## src/rtl/meta_pkt_pkg.sv

```systemverilog
`default_nettype none
// ============================================================================
// Package : meta_pkt_pkg
// Purpose : Shared types and constants for the metadata packet parser.
//           Holds the parser state encoding, header field bit positions and
//           the default header magic byte.
// Rev     : 1.0  initial release
// ============================================================================
package meta_pkt_pkg;

  // Parser states
  typedef enum logic [1:0] {
    IDLE    = 2'd0,
    PAYLOAD = 2'd1,
    CSUM    = 2'd2
  } state_e;

  // Header word field positions
  localparam int MAGIC_HI = 31;
  localparam int MAGIC_LO = 24;
  localparam int TYPE_HI  = 23;
  localparam int TYPE_LO  = 16;
  localparam int LEN_HI   = 15;
  localparam int LEN_LO   = 0;

  // Default header magic byte
  localparam logic [7:0] MAGIC_DEFAULT = 8'hA5;

endpackage : meta_pkt_pkg
`default_nettype wire

```

## src/rtl/meta_pkt_parser.sv

```systemverilog
`default_nettype none
// ============================================================================
// Module  : meta_pkt_parser
// Purpose : Frames the 32-bit metadata word stream into packets
//           (header, N payload words, checksum word), forwards payload words
//           with type/last markers through a one-entry output register, and
//           validates magic, length and checksum.
// Ports   :
//   clk, rst_n              clock, synchronous active-low reset
//   in_data/valid/ready     input word stream from the byte assembler
//   cfg_enable              allows a new header to be accepted
//   pl_data/valid/ready     payload output stream
//   pl_last, pl_type        final-word marker, packet type of held word
//   pkt_done, pkt_ok        checksum evaluated / matched (1-cycle pulses)
//   err_magic/len/csum      error pulses (1 cycle each)
//   pkt_count, err_count    saturating good-packet / error counters
//   busy                    parser not idle or output word still held
// Rev     : 1.0  initial release
// ============================================================================
module meta_pkt_parser
  import meta_pkt_pkg::*;
#(
  parameter logic [7:0] MAGIC     = MAGIC_DEFAULT,
  parameter int         MAX_WORDS = 1024,
  parameter int         CNT_W     = 16
) (
  input  logic             clk,
  input  logic             rst_n,
  input  logic [31:0]      in_data,
  input  logic             in_valid,
  output logic             in_ready,
  input  logic             cfg_enable,
  output logic [31:0]      pl_data,
  output logic             pl_valid,
  input  logic             pl_ready,
  output logic             pl_last,
  output logic [7:0]       pl_type,
  output logic             pkt_done,
  output logic             pkt_ok,
  output logic             err_magic,
  output logic             err_len,
  output logic             err_csum,
  output logic [CNT_W-1:0] pkt_count,
  output logic [CNT_W-1:0] err_count,
  output logic             busy
);

  state_e             state_q, state_d;
  logic [31:0]        acc_q, acc_d;
  logic [15:0]        rem_q, rem_d;
  logic [7:0]         type_q, type_d;

  logic [31:0]        pl_data_q, pl_data_d;
  logic               pl_valid_q, pl_valid_d;
  logic               pl_last_q, pl_last_d;
  logic [7:0]         pl_type_q, pl_type_d;

  logic               done_q, done_d;
  logic               ok_q, ok_d;
  logic               emagic_q, emagic_d;
  logic               elen_q, elen_d;
  logic               ecsum_q, ecsum_d;

  logic [CNT_W-1:0]   pkt_cnt_q, pkt_cnt_d;
  logic [CNT_W-1:0]   err_cnt_q, err_cnt_d;

  logic               in_ready_w;
  logic               accept_w;
  logic [7:0]         hdr_magic_w;
  logic [15:0]        hdr_len_w;

  assign hdr_magic_w = in_data[MAGIC_HI:MAGIC_LO];
  assign hdr_len_w   = in_data[LEN_HI:LEN_LO];
  assign accept_w    = in_valid && in_ready_w;

  always_comb begin
    state_d    = state_q;
    acc_d      = acc_q;
    rem_d      = rem_q;
    type_d     = type_q;
    pl_data_d  = pl_data_q;
    pl_valid_d = pl_valid_q;
    pl_last_d  = pl_last_q;
    pl_type_d  = pl_type_q;
    done_d     = 1'b0;
    ok_d       = 1'b0;
    emagic_d   = 1'b0;
    elen_d     = 1'b0;
    ecsum_d    = 1'b0;
    in_ready_w = 1'b0;

    // Drain of the held word; a load below overrides this in the same cycle.
    if (pl_valid_q && pl_ready) begin
      pl_valid_d = 1'b0;
      pl_last_d  = 1'b0;
    end

    case (state_q)
      IDLE: begin
        in_ready_w = cfg_enable;
        if (accept_w) begin
          acc_d  = in_data;
          type_d = in_data[TYPE_HI:TYPE_LO];
          if (hdr_magic_w != MAGIC) begin
            emagic_d = 1'b1;
          end else if ((hdr_len_w == 16'd0) ||
                       ({16'd0, hdr_len_w} > 32'(MAX_WORDS))) begin
            elen_d = 1'b1;
          end else begin
            rem_d   = hdr_len_w;
            state_d = PAYLOAD;
          end
        end
      end

      PAYLOAD: begin
        // One-entry output register: accept whenever it is empty or draining.
        in_ready_w = !pl_valid_q || pl_ready;
        if (accept_w) begin
          pl_data_d  = in_data;
          pl_valid_d = 1'b1;
          pl_last_d  = (rem_q == 16'd1);
          // Type comes from the latched header so a following header accepted
          // while this word is held cannot disturb it.
          pl_type_d  = type_q;
          acc_d      = acc_q + in_data;
          rem_d      = rem_q - 16'd1;
          if (rem_q == 16'd1) begin
            state_d = CSUM;
          end
        end
      end

      CSUM: begin
        in_ready_w = 1'b1;
        if (accept_w) begin
          done_d  = 1'b1;
          ok_d    = (in_data == acc_q);
          ecsum_d = (in_data != acc_q);
          state_d = IDLE;
        end
      end

      default: begin
        state_d = IDLE;
      end
    endcase

    pkt_cnt_d = pkt_cnt_q;
    if (ok_d && (pkt_cnt_q != {CNT_W{1'b1}})) begin
      pkt_cnt_d = pkt_cnt_q + 1'b1;
    end

    // At most one error source can fire per cycle, so a single increment.
    err_cnt_d = err_cnt_q;
    if ((emagic_d || elen_d || ecsum_d) && (err_cnt_q != {CNT_W{1'b1}})) begin
      err_cnt_d = err_cnt_q + 1'b1;
    end
  end

  always_ff @(posedge clk) begin
    if (!rst_n) begin
      state_q    <= IDLE;
      acc_q      <= '0;
      rem_q      <= '0;
      type_q     <= '0;
      pl_data_q  <= '0;
      pl_valid_q <= 1'b0;
      pl_last_q  <= 1'b0;
      pl_type_q  <= '0;
      done_q     <= 1'b0;
      ok_q       <= 1'b0;
      emagic_q   <= 1'b0;
      elen_q     <= 1'b0;
      ecsum_q    <= 1'b0;
      pkt_cnt_q  <= '0;
      err_cnt_q  <= '0;
    end else begin
      state_q    <= state_d;
      acc_q      <= acc_d;
      rem_q      <= rem_d;
      type_q     <= type_d;
      pl_data_q  <= pl_data_d;
      pl_valid_q <= pl_valid_d;
      pl_last_q  <= pl_last_d;
      pl_type_q  <= pl_type_d;
      done_q     <= done_d;
      ok_q       <= ok_d;
      emagic_q   <= emagic_d;
      elen_q     <= elen_d;
      ecsum_q    <= ecsum_d;
      pkt_cnt_q  <= pkt_cnt_d;
      err_cnt_q  <= err_cnt_d;
    end
  end

  assign in_ready  = in_ready_w;
  assign pl_data   = pl_data_q;
  assign pl_valid  = pl_valid_q;
  assign pl_last   = pl_last_q;
  assign pl_type   = pl_type_q;
  assign pkt_done  = done_q;
  assign pkt_ok    = ok_q;
  assign err_magic = emagic_q;
  assign err_len   = elen_q;
  assign err_csum  = ecsum_q;
  assign pkt_count = pkt_cnt_q;
  assign err_count = err_cnt_q;
  assign busy      = (state_q != IDLE) || pl_valid_q;

endmodule : meta_pkt_parser
`default_nettype wire

```

## config.mk

```make
export PLATFORM = sky130hd
export DESIGN_NAME = meta_pkt_parser
export DESIGN_NICKNAME = d
export VERILOG_FILES = /design/src/rtl/meta_pkt_pkg.sv /design/src/rtl/meta_pkt_parser.sv
export SDC_FILE = /design/constraint.sdc
export NUM_CORES = 1
export LEC_CHECK = 0
export ABC_AREA = 0
export CAP_MARGIN = 40
export CELL_PAD_IN_SITES_DETAIL_PLACEMENT = 1
export CELL_PAD_IN_SITES_GLOBAL_PLACEMENT = 1
export CORE_MARGIN = 5
export CORE_UTILIZATION = 40
export DETAILED_ROUTE_END_ITERATION = 12
export GPL_ROUTABILITY_DRIVEN = 0
export PLACE_DENSITY = 0.88
export SLEW_MARGIN = 30
export SYNTH_ARGS = -nofsm -noshare
export SYNTH_HDL_FRONTEND = slang
export SYNTH_SLANG_ARGS = --single-unit
```

## constraint.sdc

```tcl
create_clock -name clk -period 3.2 [get_ports clk]
set_input_delay 0.32 -clock clk [delete_from_list [all_inputs] [get_ports clk]]
set_output_delay 0.32 -clock clk [all_outputs]
set_load 0.02 [all_outputs]
```

==> results by stage, run 1 <==
Synth:
- The leading register cell type out of synthesis is sky130_fd_sc_hd__dfxtp_1.
- Of all flip-flops after synthesis, the portion carrying an async set or reset was 0.
- The mean instance size in the synthesized netlist is 7.76 µm².
- The number of warnings printed during yosys synthesis is 0.
- The number of nets produced by synthesis is 1028.
- The post-synthesis instance total is 955.
- The post-synthesis sequential element count is 137.
- The cell area after synthesis is ~7400 µm².
- The number of enable flip-flop cells after synthesis is 0.
- For this run, the register share of the synthesized area comes to 0.370.
- The count of different cell masters after synthesis is 56.

STA:
- Setup slack on the critical path of the routed design comes to -0.108 ns.
- The highest achievable clock rate is 0.302 GHz.
- The count of endpoints failing hold in the final timing report came to 0.
- The clock tree skew after final layout is roughly 0.020 ns.
- The final count of pins violating max slew is 0.
- The final period utilization is 1.03.
- The total of endpoints with negative setup slack in the final report is 1.
- In this run the tightest slew margin relative to its limit is 0.541.
- For the pin with the worst max-slew slack, the measured transition is ~0.67 ns.
- The routed design could run at a clock period as short as 3.31 ns.

Place:
- OpenSTA, run right after detailed placement, puts the worst setup slack at -0.476 ns.
- The HPWL reported at the end of detailed placement is 20.4 mm.
- The post-placement cell count is between 1000 and 1500.
- In this run the tool buffered the top-level ports with 117 buffer cells.

CTS:
- Clock-pin slew was measured on the worst setup and hold paths at 0.07 ns.
- Counting the buffers created by CTS gives 17.
- The clock latency of the later-clocked register in the worst-skew pair is 0.45 ns.
- TritonCTS built the clock tree.
- Counting every sink on the clock net gives around 140.
- The clock passes through at most 2 buffers.
- The library cell used as clock root buffer is sky130_fd_sc_hd__clkbuf_16.
- After clock tree synthesis, the flow added hold-fix buffers numbering 0.
- CTS built an H-tree with a depth of 4.

Final layout:
- The number of fill cells is ~2100.
- 0 antenna diodes ended up in the layout.
- At the end of the flow the core is filled with cells to 0.561.
- Of the cells placed in the final design, the portion with a size suffix greater than 1 is 0.142.
- The count of nets after finishing is 1214.
- The most common cell after layout, fill and taps aside is sky130_fd_sc_hd__nand2_1.
- The area growth from synthesis to layout is 37.0%.
- The number of non-filler instances in the completed layout is 1383.
- In the layout the commonest cells are 161 x sky130_fd_sc_hd__nand2_1, 137 x sky130_fd_sc_hd__dfxtp_1, 123 x sky130_fd_sc_hd__a21oi_1, 116 x sky130_fd_sc_hd__clkdlybuf4s50_1, 107 x sky130_fd_sc_hd__buf_4.

Routing:
- Dividing the detail-routed wire length by the instance count gives 22.7 µm.
- For this block, the routed nets add up to 31.4 mm of wire.
- The final route contains 8458 vias.
- The residual antenna-violating net count after detailed routing is 0.
- The detailed-router iteration count before antenna repair is 6.
- In the routed layout, each cell is associated on average with a via count of 6.12.
- For this block, the initial DRC count from the detailed router was 577.
- The DRC violations left is 0.

Die:
- The initial cell density of the core is 0.410.
- The number of core rows is 49.
- The overall die height is 146 µm.
- The die span in x is 146 µm.
- The standard cell core area is about 18000 µm².
- 118 I/O pins were placed.
- The area enclosed by the die boundary is 21300 µm².

Status:
- The run finished, with violations left.
- The final reports fail on negative setup slack.

Worst setup path:
- Data arrives at the worst endpoint at 3.64 ns.
- The source of the critical timing path is in_data[1].
- The nature of the critical path endpoint is a flip-flop.
- Traced cell by cell, the critical path runs through clkdlybuf4s50_1 > buf_4 > ha_1 > a21o_1 > nand4_1 > a31oi_1 > o21a_1 > o21ai_1 > a21oi_1 > a2111oi_0 > buf_4 > o21ai_0 > o31ai_1 > o31ai_1.
- The worst setup path is of the in -> reg kind.
- The delay contributed by the slowest stage of the critical path is 0.63 ns.
- STA puts the critical path data required time at 3.53 ns.
- The standard cell with the maximum stage delay on the critical path is sky130_fd_sc_hd__a2111oi_0.
- Of all nets on the critical path, the largest fanout is 4.
- The kind of start point of the critical path is an input pin.
- The launch instance of the worst register-to-register path is acc_q[1]$_SDFFE_PN0P_.

GRT:
- The via count of the first global-routing pass is 8943.
- The initial antenna violation count is 0.
- The pin count of the biggest net entering global routing is 61.
- The total global routing track utilization is 0.280.
- The total overflow reported by the global router is 0.
- The first global-routing pass estimated 48.4 mm of wire.

Hold path:
- The type of the tightest min-delay check is in -> reg.
- The startpoint of the worst hold path is in_data[6].

Pwr:
- The power density of the placed cells is about 450 nW/µm².
- Summed over all cells, the static leakage comes to approximately 4 nW.
- VDD sags by at most 0.000384 V.

Flow run:
- The tool flagged a number of max-cap violations equal to 0.
==> cell families (layout without fill, tap and decap cells) <==
family | count (synthesis) | in the layout | synth area share
AO/OA/AOI/OAI | 275 | 275 | 0.226
XOR/XNOR | 53 | 53 | 0.0626
adder cells (fa/ha/maj) | 36 | 36 | 0.0618
buffers and inverters | 74 | 273 | 0.0378
flip-flops | 137 | 137 | 0.370
multiplexers | 6 | 6 | 0.00811
AND/OR/NAND/NOR | 374 | 374 | 0.233
==> final timing paths <==
path                                                end  slack (ns)  cells after the start
worst min register to register  pl_data[9]$_SDFFE_PN0P_        0.46                      2
worst max-delay path             acc_q[17]$_SDFFE_PN0P_       -0.11                     14
worst max register to register   acc_q[17]$_SDFFE_PN0P_        0.08                     12
worst min-delay path            pl_data[6]$_SDFFE_PN0P_        0.32                      3
==> cell type report <==
type / instances / area (µm²) / area share
clock buffers: 17 / 425 / 0.0419
clock inverters: 15 / 174 / 0.0171
inverters: 16 / 61.3 / 0.00604
multi-input cells: 744 / 4470 / 0.440
flip-flops and latches: 137 / 2740 / 0.270
well taps: 229 / 287 / 0.0282
repair buffers: 225 / 2000 / 0.197
==> layer usage <==
metal,vias up,global-route usage,wire length (µm)
met4,0,0.117,1290
met3,117,0.0725,2370
li1,3769,-,-
met5,-,0,0
met2,409,0.485,15100
met1,4163,0.330,12700
==> flip-flops by register name (all words and copies together), names as in the netlist <==
name / count
pl_data: 32
state_q: 2
pkt_done: 1
pl_last: 1
pl_valid: 1
type_q: 8
acc_q: 32
err_csum: 1
err_len: 1
rem_q: 16
pkt_ok: 1
err_magic: 1
pl_type: 8
pkt_count: 16
err_count: 16
==> synthesized netlist by cell type, types with 2 or more instances <==
master | n | area, µm²
sky130_fd_sc_hd__clkbuf_1 | 49 | 184
sky130_fd_sc_hd__a221oi_1 | 4 | 35.0
sky130_fd_sc_hd__or3_1 | 11 | 68.8
sky130_fd_sc_hd__o211ai_1 | 7 | 52.6
sky130_fd_sc_hd__nor2_1 | 78 | 293
sky130_fd_sc_hd__nand2b_1 | 10 | 62.6
sky130_fd_sc_hd__o21ai_1 | 3 | 15.0
sky130_fd_sc_hd__o221ai_1 | 4 | 35.0
sky130_fd_sc_hd__mux2i_1 | 6 | 60.1
sky130_fd_sc_hd__nor2b_1 | 10 | 62.6
sky130_fd_sc_hd__o21ai_0 | 48 | 240
sky130_fd_sc_hd__dfxtp_1 | 137 | 2740
sky130_fd_sc_hd__and4_1 | 4 | 35.0
sky130_fd_sc_hd__and2_1 | 5 | 31.3
sky130_fd_sc_hd__ha_1 | 35 | 438
sky130_fd_sc_hd__a41oi_2 | 2 | 32.5
sky130_fd_sc_hd__and3_1 | 13 | 81.3
sky130_fd_sc_hd__a211oi_1 | 7 | 52.6
sky130_fd_sc_hd__buf_2 | 2 | 10.0
sky130_fd_sc_hd__nand3b_1 | 5 | 37.5
sky130_fd_sc_hd__o31ai_1 | 8 | 60.1
sky130_fd_sc_hd__a41oi_1 | 2 | 17.5
sky130_fd_sc_hd__o22ai_1 | 6 | 37.5
sky130_fd_sc_hd__nor3_1 | 22 | 110
sky130_fd_sc_hd__a211o_1 | 2 | 17.5
sky130_fd_sc_hd__xor2_1 | 25 | 219
sky130_fd_sc_hd__o21bai_1 | 3 | 22.5
sky130_fd_sc_hd__a22oi_1 | 3 | 22.5
sky130_fd_sc_hd__nand3_1 | 21 | 105
sky130_fd_sc_hd__a2111oi_0 | 4 | 35.0
sky130_fd_sc_hd__a21oi_1 | 123 | 616
sky130_fd_sc_hd__o21a_1 | 8 | 60.1
sky130_fd_sc_hd__a21o_1 | 16 | 120
sky130_fd_sc_hd__a311oi_1 | 4 | 35.0
sky130_fd_sc_hd__nand2_1 | 161 | 604
sky130_fd_sc_hd__xnor2_1 | 28 | 245
sky130_fd_sc_hd__a31oi_1 | 13 | 81.3
sky130_fd_sc_hd__nor4b_1 | 2 | 17.5
sky130_fd_sc_hd__nor4_1 | 13 | 81.3
sky130_fd_sc_hd__nand4_1 | 13 | 81.3
sky130_fd_sc_hd__inv_1 | 16 | 60.1
sky130_fd_sc_hd__buf_1 | 7 | 26.3
sky130_fd_sc_hd__a2111oi_2 | 2 | 30.0
==> per-stage QoR <==
step	hold WS (ns)	setup TNS [ns]	total power (W)	area, µm²
after global placement	0.442	-2.31	0.00243	9480
final	0.325	-0.108	0.00457	10200
after floorplan	0.432	0	0.00214	7410
after detailed placement	0.447	-7.41	0.00246	9480
after global routing	0.317	-0.292	0.00470	10200
after CTS	0.461	0	0.00453	10100
==> critical path: cells and delay by family <==
family	cells	cell delay, ns
AO/OA/AOI/OAI	9	1.93
buffers and inverters	3	0.94
adder cells (fa/ha/maj)	1	0.32
AND/OR/NAND/NOR	1	0.12
==> power by group <==
part | switching [W] | leakage (nW) | internal (W)
Combinational | 0.000419 | 2.53 | 0.000316
Sequential | 0.0000226 | 1.11 | 0.00174
Clock | 0.000962 | 0.293 | 0.00112
==> what timing repair did <==
item / CTS / global route
pin swaps: 1 / 2
gates resized for setup: 3 / 16
setup buffers: 0 / 1
gates cloned: 0 / 0
endpoints found under the setup margin: 3 / 18
(Power assumes the default switching activity.)
==> run 2: changes to the inputs <==
--- a/config.mk
+++ b/config.mk
@@ -11,8 +11,8 @@
 export CELL_PAD_IN_SITES_GLOBAL_PLACEMENT = 1
 export CORE_MARGIN = 5
 export CORE_UTILIZATION = 40
+export CTS_CLUSTER_SIZE = 40
 export DETAILED_ROUTE_END_ITERATION = 12
-export GPL_ROUTABILITY_DRIVEN = 0
 export PLACE_DENSITY = 0.88
 export SLEW_MARGIN = 30
 export SYNTH_ARGS = -nofsm -noshare
==> results of run 2 <==
The final DEF is identical to that of run 1; final timing and power are the same.
